--- src/rtl/gt_reset_pkg.sv ---
// Shared constants for the GT transceiver TX/RX reset sequencers.
package gt_reset_pkg;

   localparam int ST_W    = 6;
   localparam int RETRY_W = 3;

   // One-hot state encodings, common to both sequencer directions
   localparam logic [ST_W-1:0] ST_PWR_WAIT  = 6'b000001;
   localparam logic [ST_W-1:0] ST_RESET     = 6'b000010;
   localparam logic [ST_W-1:0] ST_WAIT_DONE = 6'b000100;
   localparam logic [ST_W-1:0] ST_STABLE    = 6'b001000;
   localparam logic [ST_W-1:0] ST_UP        = 6'b010000;
   localparam logic [ST_W-1:0] ST_FAULT     = 6'b100000;

   localparam logic [RETRY_W-1:0] RETRY_SAT = 3'd7;

   // Retry count increment that sticks at the saturation limit
   function automatic logic [RETRY_W-1:0] retry_inc(input logic [RETRY_W-1:0] r);
      return (r == RETRY_SAT) ? RETRY_SAT : r + 3'd1;
   endfunction

endpackage

--- src/rtl/reset_timer.sv ---
// Cycle counter with synchronous clear, enable and a terminal-count compare.
module reset_timer #(
   parameter int CNT_W = 27
) (
   input  logic             clk,
   input  logic             i_clr,
   input  logic             i_en,
   input  logic [CNT_W-1:0] i_cmp,
   output logic             o_tc
);

   logic [CNT_W-1:0] r_cnt;

   // Count up while enabled; clear has priority
   always_ff @(posedge clk) begin
      if (i_clr)
         r_cnt <= '0;
      else if (i_en)
         r_cnt <= r_cnt + 1'b1;
   end

   assign o_tc = (r_cnt == i_cmp);

endmodule

--- src/rtl/tx_reset_seq.sv ---
// TX reset sequencer for a GT transceiver channel.
//
// state      | meaning
// -----------+-----------------------------------------------------------
// PWR_WAIT   | waiting for PWR_WAIT_CYC cycles of continuous pll_lock
// RESET      | driving the gtwiz_tx_reset pulse for RST_PULSE_CYC cycles
// WAIT_DONE  | waiting for tx_reset_done, bounded by DONE_TIMEOUT
// STABLE     | qualifying tx_reset_done high for STABLE_CYC cycles
// UP         | TX side ready
// FAULT      | retry budget exhausted; left only by reset or force_reset
module tx_reset_seq
   import gt_reset_pkg::*;
#(
   parameter int PWR_WAIT_CYC  = 64,
   parameter int RST_PULSE_CYC = 32,
   parameter int DONE_TIMEOUT  = 2**26,
   parameter int STABLE_CYC    = 1024,
   parameter int MAX_RETRY     = 4,
   parameter int CNT_W         = 27
) (
   input  logic               clk,
   input  logic               reset,
   input  logic               pll_lock,
   input  logic               tx_reset_done,
   input  logic               force_reset,
   output logic               gtwiz_tx_reset,
   output logic               tx_ready,
   output logic               tx_fault,
   output logic [RETRY_W-1:0] retry_cnt,
   output logic [ST_W-1:0]    state_dbg
);

   logic [ST_W-1:0]    r_state;
   logic [RETRY_W-1:0] r_retry;
   logic               r_gtwiz;
   logic               r_ready;
   logic               r_fault;

   logic [ST_W-1:0]    w_state_nxt;
   logic [RETRY_W-1:0] w_retry_nxt;
   logic [RETRY_W-1:0] w_retry_inc;
   logic [CNT_W-1:0]   w_cmp;
   logic               w_tc;
   logic               w_tmr_clr;
   logic               w_tmr_en;

   assign w_retry_inc = retry_inc(r_retry);

   // Terminal-count value for the state currently being timed
   always_comb begin
      w_cmp = '0;
      case (r_state)
         ST_PWR_WAIT:  w_cmp = CNT_W'(PWR_WAIT_CYC - 1);
         ST_RESET:     w_cmp = CNT_W'(RST_PULSE_CYC - 1);
         ST_WAIT_DONE: w_cmp = CNT_W'(DONE_TIMEOUT - 1);
         ST_STABLE:    w_cmp = CNT_W'(STABLE_CYC - 1);
         default:      w_cmp = '0;
      endcase
   end

   // Next state and retry count; force_reset and lock loss override the normal flow
   always_comb begin
      w_state_nxt = r_state;
      w_retry_nxt = r_retry;
      if (force_reset) begin
         w_state_nxt = ST_RESET;
         w_retry_nxt = '0;
      end else if (!pll_lock && (r_state != ST_PWR_WAIT) && (r_state != ST_FAULT)) begin
         w_state_nxt = ST_PWR_WAIT;
      end else begin
         case (r_state)
            ST_PWR_WAIT: begin
               if (pll_lock && w_tc)
                  w_state_nxt = ST_RESET;
            end
            ST_RESET: begin
               if (w_tc)
                  w_state_nxt = ST_WAIT_DONE;
            end
            ST_WAIT_DONE: begin
               if (tx_reset_done) begin
                  w_state_nxt = ST_STABLE;
               end else if (w_tc) begin
                  w_retry_nxt = w_retry_inc;
                  if (32'(w_retry_inc) >= MAX_RETRY)
                     w_state_nxt = ST_FAULT;
                  else
                     w_state_nxt = ST_RESET;
               end
            end
            ST_STABLE: begin
               if (!tx_reset_done) begin
                  w_state_nxt = ST_WAIT_DONE;
               end else if (w_tc) begin
                  w_state_nxt = ST_UP;
                  w_retry_nxt = '0;
               end
            end
            ST_UP: begin
               if (!tx_reset_done)
                  w_state_nxt = ST_RESET;
            end
            ST_FAULT: begin
               w_state_nxt = ST_FAULT;
            end
            default: begin
               w_state_nxt = ST_PWR_WAIT;
            end
         endcase
      end
   end

   // Counter restarts on every state entry, on a forced restart, and while lock is low in PWR_WAIT
   assign w_tmr_clr = !reset || force_reset || (w_state_nxt != r_state) ||
                      ((r_state == ST_PWR_WAIT) && !pll_lock);
   assign w_tmr_en  = (r_state == ST_PWR_WAIT) || (r_state == ST_RESET) ||
                      (r_state == ST_WAIT_DONE) || (r_state == ST_STABLE);

   reset_timer #(
      .CNT_W (CNT_W)
   ) u_timer (
      .clk   (clk),
      .i_clr (w_tmr_clr),
      .i_en  (w_tmr_en),
      .i_cmp (w_cmp),
      .o_tc  (w_tc)
   );

   // State, retry count and outputs all register from the next-state value
   always_ff @(posedge clk) begin
      if (!reset) begin
         r_state <= ST_PWR_WAIT;
         r_retry <= '0;
         r_gtwiz <= 1'b1;
         r_ready <= 1'b0;
         r_fault <= 1'b0;
      end else begin
         r_state <= w_state_nxt;
         r_retry <= w_retry_nxt;
         r_gtwiz <= (w_state_nxt == ST_PWR_WAIT) || (w_state_nxt == ST_RESET) ||
                    (w_state_nxt == ST_FAULT);
         r_ready <= (w_state_nxt == ST_UP);
         r_fault <= (w_state_nxt == ST_FAULT);
      end
   end

   assign gtwiz_tx_reset = r_gtwiz;
   assign tx_ready       = r_ready;
   assign tx_fault       = r_fault;
   assign retry_cnt      = r_retry;
   assign state_dbg      = r_state;

endmodule
--- config.mk ---
export PLATFORM = sky130hd
export DESIGN_NAME = tx_reset_seq
export DESIGN_NICKNAME = d
export VERILOG_FILES = /design/src/rtl/gt_reset_pkg.sv /design/src/rtl/reset_timer.sv /design/src/rtl/tx_reset_seq.sv
export SDC_FILE = /design/constraint.sdc
export NUM_CORES = 1
export LEC_CHECK = 0
export CORE_UTILIZATION = 30
export CTS_BUF_LIST = sky130_fd_sc_hd__clkbuf_8
export CTS_CLUSTER_SIZE = 25
export DETAILED_ROUTE_END_ITERATION = 10
export GPL_TIMING_DRIVEN = 0
export PLACE_DENSITY = 0.58
export SLEW_MARGIN = 20
export SYNTH_ARGS = -nofsm -noshare
export SYNTH_HDL_FRONTEND = slang
export SYNTH_SLANG_ARGS = --single-unit
--- constraint.sdc ---
create_clock -name clk -period 3.5 [get_ports clk]
set_input_delay 0.35 -clock clk [delete_from_list [all_inputs] [get_ports clk]]
set_output_delay 0.35 -clock clk [all_outputs]
set_load 0.05 [all_outputs]
==> metrics.md, run 1 <==
| Metric | Value |
|---|---|
| Final setup viols | 0 |
| Post-Place Worst Slack | 0.3384 ns |
| Dpl hpwl | 4.636 mm |
| Hold WC Path Type | input port to flip-flop |
| Vias in the first global route | 2227 |
| CP startpoint kind | flip-flop |
| Routed vias | 2430 |
| Slew @ Worst Pin | 0.7964 ns |
| RSZ-0062 raised after global routing | false |
| Synth Cell Area | 2619 um^2 |
| Worst Reg-to-Reg Cells | 9 |
| N_diodes | 0 |
| Post-CTS Setup Repair Bufs | 0 |
| Root Driver | clkbuf_8 |
| Fin crit share | 90.53% |
| Worst relative slew slack | 46.50% |
| Worst-path clk slew | 0.08 ns |
| Status | complete, no violations |
| Pin count of the biggest net entering global routing | 14 |
| CP Max Fanout | 10 |
| Die area | 9107 um^2 |
| Worst flop-to-flop path endpoint | u_timer.r_cnt[17] |
| Register area share after synthesis | 29.81% |
| Main flop type after synthesis | dfxtp_1 |
| Setup WS post-layout | 0.3315 ns |
| FF-to-FF setup slack | 0.33 ns |
| Die Ht | 95.43 um |
| Clk_skew | 0.009864 ns |
| TritonCTS Buffers | 5 |
| First-pass detailed-route iteration total | 4 |
| Post-synthesis cell type count | 60 |
| Number of remaining DRC errors | 0 |
| Avg Vias per Cell | 5.599 |
| Number of synthesized flops with an enable pin | 0 |
| Synth async-reset ratio | 0% |
| Detail Route Antenna Nets | 0 |
| Detailed Route WL | 6.344 mm |
| Setup TNS | 0 ns |
| Critical path class | flip-flop to flip-flop |
| First-pass GRT wire length | 10.89 mm |
| Routed length per instance | 14.62 um |
| Commonest non-fill, non-tap cell in the layout | dfxtp_1 |
| Hold endpoint | state_dbg[0] |
| Max Cap Violations | 0 |
| Worst path required time | 3.69 ns |
| Resized Gates After CTS | 0 |
| Starting Density | 31.40% |
| Final net count | 335 |
| Clock tree sinks | 39 |
| # rows | 33 |
| Hold Vio Cnt, Final | 0 |
| LEAKAGE | 0.9461 nW |
| Clock Latency Late Sink | 0.30 ns |
| Tmin final | 3.168 ns |
| Post-Layout Cell Count | 434 |
| Chip Width | 95.43 um |
| CTS tree | yes |
| Gr ovfl total | 0 |
| Critical Path Start | state_dbg[1] |
| Crit Reg-Reg Startpoint | state_dbg[1] |
| Total GRT Usage | 15.06% |
| Max Freq | 315.6 MHz |
| Top Ports | 17 |
| Pins Over Slew Limit | 0 |
| Data arrival, critical path | 3.36 ns |
| Placeable core area | 8341 um^2 |
| Port buffer count | 15 |
| Fin util | 36.12% |
| Mapped Avg Cell Area | 8.558 um^2 |
| Fillers | 882 |
| Commonest cells after routing, fill and taps aside | 39 x dfxtp_1, 26 x nor2_1, 21 x nor3_1, 21 x xnor2_1, 20 x nor3_2 |
| Worst Hold Path Cells | 2 |
| Net Count, Synth | 313 |
| H-tree levels | 2 |
| Area grow syn2layout | 15.05% |
| VDD IR max | 138.4 uV |
| Flip-flop and latch count after synthesis | 39 |
| RePlAce Congestion | 0.8934 |
| Clock buffer depth | 2 |
| Antenna violations before repair | 0 |
| 1st-iter DRT viols | 233 |
| Pwr per Cell Area | 344.1 nW/um^2 |
| Worst Hold Margin | 0.5374 ns |
| Hold path start | force_reset |
| Syn. warnings | 0 |
| Cells after synthesis | 306 |
| Critical Path End Type | flip-flop |
| Hold buffer count at CTS | 0 |
| # placed instances | 426 |
| Layout cells sized above 1 | 15.50% |
[kinds of logic (layout without fill, tap and decap cells)]
kind of cell             count (synthesis)  count (layout)  synth area share, %
AND/OR/NAND/NOR                        149             149                34.78
AO/OA/AOI/OAI                           59              59                18.59
flip-flops                              39              39                29.81
XOR/XNOR                                30              30                10.03
buffers and inverters                   24              47                4.682
multiplexers                             3               3                1.147
adder cells (fa/ha/maj)                  2               2               0.9554
[worst max-delay path: stages, from the launching register on]
cell,delay [ns]
dfxtp_1,0.31
buf_2,0.18
or4_4,0.52
or4b_4,0.55
a221oi_4,0.26
o2111a_4,0.32
a21oi_1,0.12
a211oi_4,0.50
buf_6,0.24
nor3_2,0.06
[registers in the layout (all words and copies together) (netlist names)]
| name | count |
|---|---|
| u_timer.r_cnt | 27 |
| state_dbg | 6 |
| retry_cnt | 3 |
| gtwiz_tx_reset | 1 |
| tx_fault | 1 |
| tx_ready | 1 |
[per-stage QoR]
| stage | instance area [um^2] | total power [mW] |
|---|---|---|
| finish | 3013 | 1.037 |
| global route | 3013 | 1.087 |
| CTS | 3013 | 1.044 |
| detailed placement | 2900 | 0.6650 |
| global placement | 2900 | 0.6660 |
| floorplan | 2619 | 0.6178 |
[power by group]
group / total, mW / leakage [nW] / switching (mW) / internal [mW]
registers: 0.449 / 0.315 / 0.00240 / 0.447
clock network: 0.380 / 0.0581 / 0.167 / 0.212
logic: 0.208 / 0.573 / 0.140 / 0.0678
total: 1.04 / 0.946 / 0.310 / 0.727
[how the worst max path moves through the flow]
stage                        endpoint  slack (ns)
detailed placement  u_timer.r_cnt[24]        0.34
finish              u_timer.r_cnt[17]        0.33
global route        u_timer.r_cnt[23]        0.15
floorplan           u_timer.r_cnt[26]        0.39
CTS                 u_timer.r_cnt[26]        0.32
global placement    u_timer.r_cnt[17]        0.32
[final cells by class]
cell class / count / area [um^2] / area share (%)
repair buffers: 15 / 150.1 / 4.983
well taps: 105 / 131.4 / 4.360
flip-flops and latches: 39 / 780.7 / 25.91
clock buffers: 5 / 68.82 / 2.284
multi-input cells: 243 / 1715 / 56.94
plain buffers: 18 / 100.1 / 3.322
clock inverters: 3 / 43.79 / 1.453
inverters: 6 / 22.52 / 0.7475
[cell usage after synthesis, types with 7 or more instances]
cell / n / area, um^2
o21ai_0: 10 / 50.05
a21oi_1: 8 / 40.04
xor2_1: 9 / 78.83
and3_1: 10 / 62.56
dfxtp_1: 39 / 780.8
nor3_2: 20 / 200.2
nand2_1: 18 / 67.56
nand4_1: 7 / 43.79
a211oi_1: 8 / 60.06
nand3_1: 14 / 70.07
nor4_1: 8 / 50.05
nor3_1: 21 / 105.1
xnor2_1: 21 / 183.9
nor2_1: 26 / 97.59
clkbuf_1: 9 / 33.78
[layer usage]
| metal | GRT usage, % | vias up | share of wire (%) |
|---|---|---|---|
| li1 | - | 1191 | - |
| met1 | 21.10 | 1137 | 48 |
| met2 | 23.87 | 86 | 44 |
| met3 | 2.153 | 16 | 5.2 |
| met4 | 4.353 | 0 | 2.3 |
| met5 | 0 | - | 0 |
Note: power is estimated with default switching activity, not from simulation.
==> run 2, diff against run 1 <==
Settings changed: CTS_BUF_LIST sky130_fd_sc_hd__clkbuf_8 to default.
==> results of run 2 <==
The final DEF is identical to that of run 1; final timing and power are the same.
==> run 3, diff against run 2 <==
Settings changed: CTS_BUF_LIST from default to sky130_fd_sc_hd__clkbuf_4 sky130_fd_sc_hd__clkbuf_8 sky130_fd_sc_hd__clkbuf_16.
==> results of run 3 <==
The final DEF is identical to that of run 1; final timing and power are the same.
